$ cat config.mk
export PLATFORM = sky130hd
export DESIGN_NAME = arb_req_agent_flat
export DESIGN_NICKNAME = d
export VERILOG_FILES = /design/src/rtl/arb_req_agent_if.sv /design/src/rtl/arb_req_agent.sv /design/src/flat_wrapper.sv
export SDC_FILE = /design/constraint.sdc
export NUM_CORES = 1
export LEC_CHECK = 0
export CAP_MARGIN = 20
export CORE_UTILIZATION = 51
export CTS_CLUSTER_SIZE = 40
export DETAILED_ROUTE_END_ITERATION = 7
export GPL_TIMING_DRIVEN = 0
export PLACE_DENSITY_LB_ADDON = 0.3
export SETUP_SLACK_MARGIN = 0.4
export SLEW_MARGIN = 20
export SYNTH_ARGS = -nofsm -noshare
export SYNTH_HDL_FRONTEND = slang
export SYNTH_SLANG_ARGS = --single-unit
$ cat constraint.sdc
create_clock -name clk -period 5.5 [get_ports clk]
set_input_delay 0.825 -clock clk [delete_from_list [all_inputs] [get_ports clk]]
set_output_delay 0.825 -clock clk [all_outputs]
set_load 0.05 [all_outputs]
$ cat src/rtl/arb_req_agent_if.sv
// Client/bus handshake bundle for the requester-side arbiter agent.
// master is the agent view, slave is the client/arbiter view.
interface arb_req_agent_if #(
  parameter int DATA_WIDTH = 32,
  parameter int LEN_WIDTH  = 4
);
  logic                  cmd_valid;
  logic                  cmd_ready;
  logic [LEN_WIDTH-1:0]  cmd_len;
  logic                  wr_valid;
  logic [DATA_WIDTH-1:0] wr_data;
  logic                  wr_ready;
  logic                  req;
  logic                  gnt;
  logic                  bus_valid;
  logic [DATA_WIDTH-1:0] bus_data;
  logic                  bus_last;
  logic                  busy;
  logic                  starve;

  modport master (
    input  cmd_valid, cmd_len,
    input  wr_valid, wr_data, gnt,
    output cmd_ready, wr_ready, req,
    output bus_valid, bus_data, bus_last,
    output busy, starve
  );

  modport slave (
    output cmd_valid, cmd_len,
    output wr_valid, wr_data, gnt,
    input  cmd_ready, wr_ready, req,
    input  bus_valid, bus_data, bus_last,
    input  busy, starve
  );
endinterface

$ cat src/rtl/arb_req_agent.sv
// Requester agent: takes a burst command plus write beats and
// drives them onto a shared bus only while the arbiter grants.
module arb_req_agent #(
  parameter int DATA_WIDTH = 32,
  parameter int LEN_WIDTH  = 4,
  parameter int MAX_WAIT   = 64
) (
  input logic            clk,
  input logic            rst,
  arb_req_agent_if.master io
);

  localparam int CW = LEN_WIDTH + 1;
  localparam int WW = $clog2(MAX_WAIT + 1);
  localparam logic [CW-1:0] C_ONE  = CW'(1);
  localparam logic [WW-1:0] W_ONE  = WW'(1);
  localparam logic [WW-1:0] W_MAX  = WW'(MAX_WAIT);
  localparam logic [WW-1:0] W_LAST = WW'(MAX_WAIT - 1);

  typedef enum logic {
    IDLE,
    ACTIVE
  } state_t;

  state_t                state;
  logic                  req_q;
  logic                  busy_q;
  logic                  cmd_ready_q;
  logic                  starve_q;
  logic [LEN_WIDTH-1:0]  len_q;
  logic [CW-1:0]         in_cnt;
  logic [CW-1:0]         out_cnt;
  logic [WW-1:0]         wait_cnt;
  logic [DATA_WIDTH-1:0] hold_q;
  logic                  hold_valid;

  logic [CW-1:0] len_ext;
  logic          active;
  logic          owed;
  logic          fire;
  logic          accept;
  logic          last_fire;
  logic          cmd_fire;
  logic          wr_ready;

  assign len_ext   = {1'b0, len_q};
  assign active    = (state == ACTIVE);
  assign owed      = (in_cnt <= len_ext);
  assign fire      = hold_valid & io.gnt;
  assign wr_ready  = active & owed & (~hold_valid | fire);
  assign accept    = io.wr_valid & wr_ready;
  assign last_fire = fire & (out_cnt == len_ext);
  assign cmd_fire  = cmd_ready_q & io.cmd_valid;

  assign io.cmd_ready = cmd_ready_q;
  assign io.wr_ready  = wr_ready;
  assign io.req       = req_q;
  assign io.busy      = busy_q;
  assign io.starve    = starve_q;
  assign io.bus_valid = hold_valid;
  assign io.bus_data  = hold_q;
  assign io.bus_last  = hold_valid & (out_cnt == len_ext);

  // Burst FSM: command capture, request, and return to idle on last beat
  always_ff @(posedge clk or posedge rst) begin
    if (rst) begin
      state       <= IDLE;
      req_q       <= 1'b0;
      busy_q      <= 1'b0;
      cmd_ready_q <= 1'b1;
      len_q       <= '0;
    end else begin
      unique case (state)
        IDLE: begin
          if (io.cmd_valid) begin
            state       <= ACTIVE;
            len_q       <= io.cmd_len;
            req_q       <= 1'b1;
            busy_q      <= 1'b1;
            cmd_ready_q <= 1'b0;
          end
        end
        ACTIVE: begin
          if (last_fire) begin
            state       <= IDLE;
            req_q       <= 1'b0;
            busy_q      <= 1'b0;
            cmd_ready_q <= 1'b1;
          end
        end
      endcase
    end
  end

  // Single-entry hold register; accept and fire together keep 1 beat/cycle
  always_ff @(posedge clk or posedge rst) begin
    if (rst) begin
      in_cnt     <= '0;
      out_cnt    <= '0;
      hold_q     <= '0;
      hold_valid <= 1'b0;
    end else if (cmd_fire) begin
      in_cnt     <= '0;
      out_cnt    <= '0;
      hold_valid <= 1'b0;
    end else begin
      if (accept) begin
        hold_q <= io.wr_data;
        in_cnt <= in_cnt + C_ONE;
      end
      if (fire) begin
        out_cnt <= out_cnt + C_ONE;
      end
      if (accept) begin
        hold_valid <= 1'b1;
      end else if (fire) begin
        hold_valid <= 1'b0;
      end
    end
  end

  // Starvation watch: count ungranted request cycles, flag is sticky
  always_ff @(posedge clk or posedge rst) begin
    if (rst) begin
      wait_cnt <= '0;
      starve_q <= 1'b0;
    end else if (!active || last_fire) begin
      wait_cnt <= '0;
      starve_q <= 1'b0;
    end else if (io.gnt) begin
      wait_cnt <= '0;
    end else if (req_q) begin
      if (wait_cnt != W_MAX) begin
        wait_cnt <= wait_cnt + W_ONE;
      end
      if (wait_cnt == W_LAST) begin
        starve_q <= 1'b1;
      end
    end
  end

endmodule

$ cat src/flat_wrapper.sv
// flat-port wrapper written by rule: the top's interface ports become plain ports
module arb_req_agent_flat 
#(
  parameter int DATA_WIDTH = 32,
  parameter int LEN_WIDTH  = 4,
  parameter int MAX_WAIT   = 64
)
  (clk, rst, io_cmd_valid, io_cmd_len, io_wr_valid, io_wr_data, io_gnt, io_cmd_ready, io_wr_ready, io_req, io_bus_valid, io_bus_data, io_bus_last, io_busy, io_starve);
  arb_req_agent_if #(.DATA_WIDTH(DATA_WIDTH), .LEN_WIDTH(LEN_WIDTH)) io_i ();
  input logic clk;
  input logic rst;
  input wire logic [$bits(io_i.cmd_valid)-1:0] io_cmd_valid;
  input wire logic [$bits(io_i.cmd_len)-1:0] io_cmd_len;
  input wire logic [$bits(io_i.wr_valid)-1:0] io_wr_valid;
  input wire logic [$bits(io_i.wr_data)-1:0] io_wr_data;
  input wire logic [$bits(io_i.gnt)-1:0] io_gnt;
  output wire logic [$bits(io_i.cmd_ready)-1:0] io_cmd_ready;
  output wire logic [$bits(io_i.wr_ready)-1:0] io_wr_ready;
  output wire logic [$bits(io_i.req)-1:0] io_req;
  output wire logic [$bits(io_i.bus_valid)-1:0] io_bus_valid;
  output wire logic [$bits(io_i.bus_data)-1:0] io_bus_data;
  output wire logic [$bits(io_i.bus_last)-1:0] io_bus_last;
  output wire logic [$bits(io_i.busy)-1:0] io_busy;
  output wire logic [$bits(io_i.starve)-1:0] io_starve;
  assign io_i.cmd_valid = io_cmd_valid;
  assign io_i.cmd_len = io_cmd_len;
  assign io_i.wr_valid = io_wr_valid;
  assign io_i.wr_data = io_wr_data;
  assign io_i.gnt = io_gnt;
  assign io_cmd_ready = io_i.cmd_ready;
  assign io_wr_ready = io_i.wr_ready;
  assign io_req = io_i.req;
  assign io_bus_valid = io_i.bus_valid;
  assign io_bus_data = io_i.bus_data;
  assign io_bus_last = io_i.bus_last;
  assign io_busy = io_i.busy;
  assign io_starve = io_i.starve;
  arb_req_agent #(.DATA_WIDTH(DATA_WIDTH), .LEN_WIDTH(LEN_WIDTH), .MAX_WAIT(MAX_WAIT)) u_core (.clk(clk), .rst(rst), .io(io_i));
endmodule
* After elaboration in Yosys (flattened, before gate mapping)
Cells that the tools add are included.
** Storage, ports and cells
- Output and inout port bits :: 39
- Bits of input ports :: 41
- Register bits after elaboration :: 58
- Word-level logic and storage cells :: 69
** Operators by class
- Reductions and logical operators :: 14
- Order comparisons :: 1
- Bitwise operators :: 11
- Equality and inequality tests :: 6
- $add $sub $neg :: 3
- Muxes and demuxes :: 24
** Operators with widths (number)
- 7-bit two-way mux :: 4
- 5-bit two-way mux :: 4
- 1-bit two-way mux :: 13
- 5-bit by 1-bit adder with 5-bit output, second input constant :: 2
- 3-bit nonzero test :: 3
- 2-bit AND reduction :: 4
- 2-bit nonzero test :: 4
- 7-bit by 1-bit adder with 7-bit output, second input constant :: 1
- 1-bit AND :: 7
- 7-bit by 6-bit == test with 1-bit output, second input constant :: 1
- 7-bit != test, second input constant :: 1
- 1-bit one-hot mux with 2 select lines :: 3
- 5-bit by 4-bit == test with 1-bit output :: 1
- 5-bit by 4-bit less-or-equal comparator with 1-bit output :: 1
- 2-bit != test, second input constant :: 2
- 1-bit inverter :: 3
- 3-bit AND reduction :: 1
- 2-bit by 1-bit != test with 1-bit output, second input constant :: 1
- 1-bit logical NOT :: 1
- 1-bit logical OR :: 1
- 1-bit OR :: 1

* Longest topological paths before layout
Gate-level depths: netlist of run 1.
- Depth after elaboration :: 6
- Mapped depth :: 7
- Gate-level depth less buffers :: 6

* Worst setup path after synthesis of run 1
Ideal clock, no wire load.
- Kind :: in2out
- Start :: in io_gnt
- End :: out io_wr_ready
- Slack :: 2.646 ns
- Data arrival time :: 2.029 ns
- Buffers on the path :: 0
- Cell stages on the path :: 3
- Data required time :: 4.675 ns
- Path through :: nor2b_1 -> or3b_4 -> a21oi_1
** Between the ends
- Word-level cells in the longest chain between the ends :: 3
** RTL lines
- start: declaration :: RTL line flat_wrapper.sv:16 : input wire logic [$bits(io_i.gnt)-1:0] io_gnt;
- 1-bit AND :: RTL line arb_req_agent.sv:49 : assign fire = hold_valid & io.gnt;
- 1-bit OR :: RTL line arb_req_agent.sv:50 : assign wr_ready = active & owed & (~hold_valid | fire);
- 1-bit AND :: RTL line arb_req_agent.sv:50
- end: declaration :: RTL line flat_wrapper.sv:18 : output wire logic [$bits(io_i.wr_ready)-1:0] io_wr_ready;
Every way passes these cells.

* Final worst setup path of run 1
Ends and elaborated chain as after synthesis.

==> results of run 1 <==
## through the flow
stage	area (um2)	cells	setup slack, ns	util, %
finish	3730	372	1.87	73.0
global route	3730	372	1.77	73.0
CTS	3730	372	1.86	73.0
detailed placement	3570	357	1.87	70.0
global placement	3570	357	1.86	69.9
floorplan	2690	208	2.65	-
## cell type report
cell class                 count  area (um2)  share of cell area [%]
sequential                    58        1450                    39.0
timing repair buffer          79         791                    21.2
clock buffer                  11         131                    3.53
clock inverter                 4        20.0                   0.537
tap                           70        87.6                    2.35
multi-input combinational    134        1150                    31.0
inverter                      10        40.0                    1.07
buffer                         6        48.8                    1.31
## cells by family after synthesis
logic type / count (synthesis) / share of synthesized area [%]
adders and majority gates: 8 / 3.72
AOI/OAI and AO/OA: 19 / 4.83
buffers and inverters: 16 / 3.21
DFF: 58 / 53.9
muxes: 38 / 19.8
and+or+nand+nor: 55 / 9.94
xor gates and xnor gates: 14 / 4.55
## layout by cell type, fill, tap and decap left out, types with 3 or more instances in the layout
master / n
o21ai_0: 4
xor2_1: 11
mux2i_1: 5
and3_1: 3
ha_1: 8
dfrtp_1: 57
clkbuf_8: 9
mux2_4: 30
nand3_1: 3
mux2_2: 3
nand2_1: 16
buf_6: 3
xnor2_1: 3
nor2_1: 16
inv_1: 9
clkinv_2: 4
a211oi_1: 3
a21oi_1: 5
clkbuf_1: 4
nand2b_1: 4
nand4_1: 6
clkdlybuf4s50_1: 79
## routing by layer
metal	wire length (um)	up-vias
li1	-	897
met1	2330	915
met2	2380	69
met3	369	11
met4	91	0
met5	0	-
## sequential cells by signal (all words and copies together), names as in the netlist, 4 cells and up
name                cells
u_core.len_q            4
u_core.in_cnt           5
u_core.io.bus_data     32
u_core.wait_cnt         7
u_core.out_cnt          5
## power by group
group	switching (W)	leakage, nW	total (W)	internal [W]
registers	0.000137	0.704	0.000759	0.000621
logic	0.000890	0.949	0.00161	0.000716
clock network	0.000156	0.0827	0.000314	0.000158
## final timing paths
kind                                     start                endpoint  slack (ns)  depth (start not counted)
setup / recovery                        io_gnt             io_wr_ready        1.87                          5
hold / removal             u_core.io.cmd_ready     u_core.io.cmd_ready        0.51                          2
setup reg to reg              u_core.in_cnt[3]  u_core.io.bus_data[24]        3.21                          6
hold reg to reg            u_core.io.cmd_ready     u_core.io.cmd_ready        0.51                          2
max in group asynchronous                  rst       u_core.out_cnt[3]        4.07                          2
min in group asynchronous                  rst  u_core.io.bus_data[15]        0.97                          2
## worst min-delay path, delay by kind of cell (launching register included)
kind	cells	cell delay (ns)
flip-flops	1	0.38
AO/OA/AOI/OAI	1	0.06
buffers and inverters	1	0.06
==> flow_summary.toml, run 1 <==
[synthesis]
synth_edf_count = 0
synth_top_area_share_pct = 52.9
avgSynthCellArea_um2 = 13.0
synth_most_common_cell = "dfrtp_1"
synth_flop_cell = "dfrtp_1"
ys_top_cells_by_area = "dfrtp_1 53%, mux2_4 17%, ha_1 3.7%"
synthTopCellsByCount = "57 x dfrtp_1, 30 x mux2_4, 16 x nand2_1, 16 x nor2_1, 11 x xor2_1"
syn-num-nets = 257
synth.ff_latch_count = 58
ys_warn_count = 0
synth_top_cell_by_area = "dfrtp_1"
synthCells = 208
synthesis.area_mm2 = 0.00269
async_reset_ff_share_pct = 100
yosysSeqAreaShare_pct = 53.9
synthDistinctLibCells = 35

[grt]
grt_max_degree = 59
grt_use_total_pct = 20.6
grt_pass1_vias = 1869
use_met2_pct = 31.3
grt_busiest_layer = "met2"
overflow = 0
grt_first_pass_wirelength_um = 8490
gr-usage-met1_pct = 26.7
grt_antenna_before_repair = 0
met3_usage_pct = 6.96

[critical_path]
crit_top_cell = "clkdlybuf4s50_1"
cp_cell_sequence = "clkdlybuf4s50_1 > nor2b_1 > or3b_4 > a21oi_1 > clkdlybuf4s50_1"
cp_num_buf_inv = 2
crit_path_max_incr_delay_ns = 0.82
startpoint_type = "primary input"
cp_max_fo = 5
crit_family = "buffers and inverters"
critical_path_required_ns = 4.68
arrival_ns = 2.81
critPathKind = "primary input to output port"
slowest_stage = "clkdlybuf4s50_1"
crit_path_end_kind = "output port"

[detailed_routing]
post-route-drc-count = 0
wl_per_cell_um = 13.9
drt.antenna.violating_nets = 0
dr.pass1.iters = 4
avgViaCountPerCell = 5.09
num_vias = 1892
wl_um = 5180
drt_iter0_markers = 76

[floorplan]
dieHeight_um = 74.7
die_area_mm2 = 0.00558
pin_count = 80
rows = 26
core_mm2 = 0.00511
start_util_pct = 52.7
die_w_um = 74.7

[cells_and_area]
nets = 347
fill_cells = 353
drive_gt1_share_pct = 17.5
antenna_cells = 0
syn_to_final_growth_pct = 38.3

[timing]
timing.final.crit_share_pct = 66.0
drv_slew = 0
timing.final.crit_period_ns = 3.63
tightest_slew_ns = 0.687
relSlewSlack_pct = 54.2
whs_ns = 0.509
hold_viol_final = 0
timing.fmax_mhz = 275
setup_tns_ns = 0
setup_viol = 0
grt_setup_unrepaired = "false"
finClkSkew_ns = 0.00766

[worst_hold_path]
hold_class = "register to register"

[run]
drv_cap = 0

[cts]
tritoncts = "done"
cts_buffers = 9
htreeDepth = 3
hold_buffers = 0
clk_latency_ns = 0.33
cts.repair.resized = 0
numClockSinks = 58
clock_path_buffers = 2
clk_pin_slew_ns = 0.06
cts_setup_buffers = 0
clock-root-buffer = "clkbuf_8"

[status]
status = "complete, no violations"

[pwr]
total_power_w = 0.00268
leakagePower_nw = 1.74
ir_drop_mv = 0.500
power-per-cell-area_mw_per_mm2 = 719

[place]
io_buffers = 79
globalplace.congestion = 0.814
post-dp-hpwl_um = 3660
Power figures use the tool's default switching activity.
==> run 2, diff against run 1 <==
CORE_UTILIZATION = 42   (was 51)
clock period = 3 ns   (was 5.5 ns; I/O delays follow)
==> run 2 against run 1 <==
Die area rose by 21%. Register-to-register slack got worse by 2.5 ns. Via count fell by 1.8%. Final cell count rose by 1.3%. Critical endpoint unchanged. Largest power group unchanged.
==> flow_summary.toml, run 2 (synthesized netlist as in run 1, its figures left out) <==
[status]
status = "complete, no violations"

[cts]
hold_buffers = 0
clock_path_buffers = 2
cts_buffers = 9
htreeDepth = 3
clock-root-buffer = "clkbuf_8"
tritoncts = "done"
numClockSinks = 58
clk_pin_slew_ns = 0.07
clk_latency_ns = 0.32

[grt]
grt_max_degree = 59
met3_usage_pct = 6.33
grt_use_total_pct = 17.1
use_met2_pct = 24.8
grt_antenna_before_repair = 0
grt_pass1_vias = 1847
overflow = 0
gr-usage-met1_pct = 22.0
grt_first_pass_wirelength_um = 8380
grt_busiest_layer = "met2"

[pwr]
power-per-cell-area_mw_per_mm2 = 1320
ir_drop_mv = 0.762
leakagePower_nw = 1.75

[worst_hold_path]
hold_class = "register to register"

[timing]
finClkSkew_ns = 0.00655
hold_viol_final = 0
setup_tns_ns = 0
fin_ws_ns = 0.601
timing.final.crit_period_ns = 2.40
timing.fmax_mhz = 417
relSlewSlack_pct = 53.4
setup_viol = 0
tightest_slew_ns = 0.699
timing.final.crit_share_pct = 80.0
drv_slew = 0
grt_setup_unrepaired = "false"

[place]
pre_cts_ws_ns = 0.0848
post-dp-hpwl_um = 3750
io_buffers = 79
globalplace.congestion = 0.756
dp.cells = 362

[cells_and_area]
largest_reg_flops = 32
seqCellArea_mm2 = 0.00145
drive_gt1_share_pct = 18.2
antenna_cells = 0
final_common_cell = "clkdlybuf4s50_1"
multiInputGateArea_mm2 = 0.00115
final_cell_mix = "77 x clkdlybuf4s50_1, 57 x dfrtp_1, 30 x mux2_4"
instances_no_fill = 377
nets = 347
final_util_pct = 61.8
fill_cells = 505
syn_to_final_growth_pct = 39.0

[detailed_routing]
wl_per_cell_um = 13.8
dr.pass1.iters = 4
post-route-drc-count = 0
wl_um = 5200
drt.antenna.violating_nets = 0
drt_iter0_markers = 70
num_vias = 1857
avgViaCountPerCell = 4.93

[critical_path]
critical_path_required_ns = 2.55
crit_path_end_kind = "output port"
crit_top_cell = "a21oi_1"
critPathKind = "register to output port"
arrival_ns = 1.95
crit_path_max_incr_delay_ns = 0.41
cp_max_fo = 5
startpoint_type = "register"
slowest_stage = "dfrtp_1"
cp_cell_sequence = "ha_1 > a21oi_1 > nand3_1 > a21oi_1 > clkbuf_2"

[floorplan]
dieHeight_um = 82.1
start_util_pct = 44.4
die_area_mm2 = 0.00674
core_mm2 = 0.00606
pin_count = 80
die_w_um = 82.1
rows = 28

[run]
drv_cap = 0
## run 2: repair_timing
item / in CTS / in global routing
buffers inserted: 0 / 0
endpoints found under the setup margin: 2 / 1
resized for setup: 3 / 1
endpoints found under the hold margin: 0 / 0
## run 2: cell type report
type	instances	share of cell area [%]
Clock inverter	3	0.401
Buffer	6	1.30
Multi-Input combinational cell	134	30.8
Tap cell	75	2.51
Clock buffer	12	4.14
Sequential cell	58	38.8
Timing Repair Buffer	79	20.9
Inverter	10	1.07
## run 2: path summary, 6_finish.rpt
check                                       from                endpoint  slack (ns)  depth (start not counted)
worst min register to register  u_core.in_cnt[4]        u_core.in_cnt[4]        0.50                          1
worst max register to register  u_core.in_cnt[3]  u_core.io.bus_data[29]        0.70                          6
worst max-delay path            u_core.in_cnt[3]             io_wr_ready        0.60                          5
worst min-delay path            u_core.in_cnt[4]        u_core.in_cnt[4]        0.50                          1
max in group asynchronous                    rst      u_core.wait_cnt[5]        1.94                          2
min in group asynchronous                    rst  u_core.io.bus_data[11]        0.60                          2
## run 2: metrics by stage
step | hold WS, ns | instance area [um2] | total power (W)
2_1_floorplan | 0.465 | 2690 | 0.00353
3_3_place_gp | 0.481 | 3580 | 0.00429
3_5_place_dp | 0.486 | 3580 | 0.00436
4_1_cts | 0.501 | 3750 | 0.00499
5_1_grt | 0.512 | 3740 | 0.00522
6_report | 0.497 | 3740 | 0.00493
## run 2: critical path: cells and delay by family, from the launching register on
| family | cells | cell delay (ns) |
|---|---|---|
| simple gates | 1 | 0.19 |
| flops | 1 | 0.41 |
| buf+inv | 1 | 0.30 |
| compound gates | 2 | 0.36 |
| fa+ha+maj | 1 | 0.35 |
## run 2: routing by layer
metal,up-vias,wire (um)
li1,893,-
met3,8,407
met2,63,2320
met5,-,0
met4,0,99
met1,893,2370
## run 2: where the power goes
group          leakage (nW)  internal (W)  total (W)  switching [W]
logic                 0.954       0.00129    0.00293        0.00164
clock network        0.0920      0.000336   0.000624       0.000288
registers             0.704       0.00114    0.00138       0.000242
total                  1.75       0.00276    0.00493        0.00217
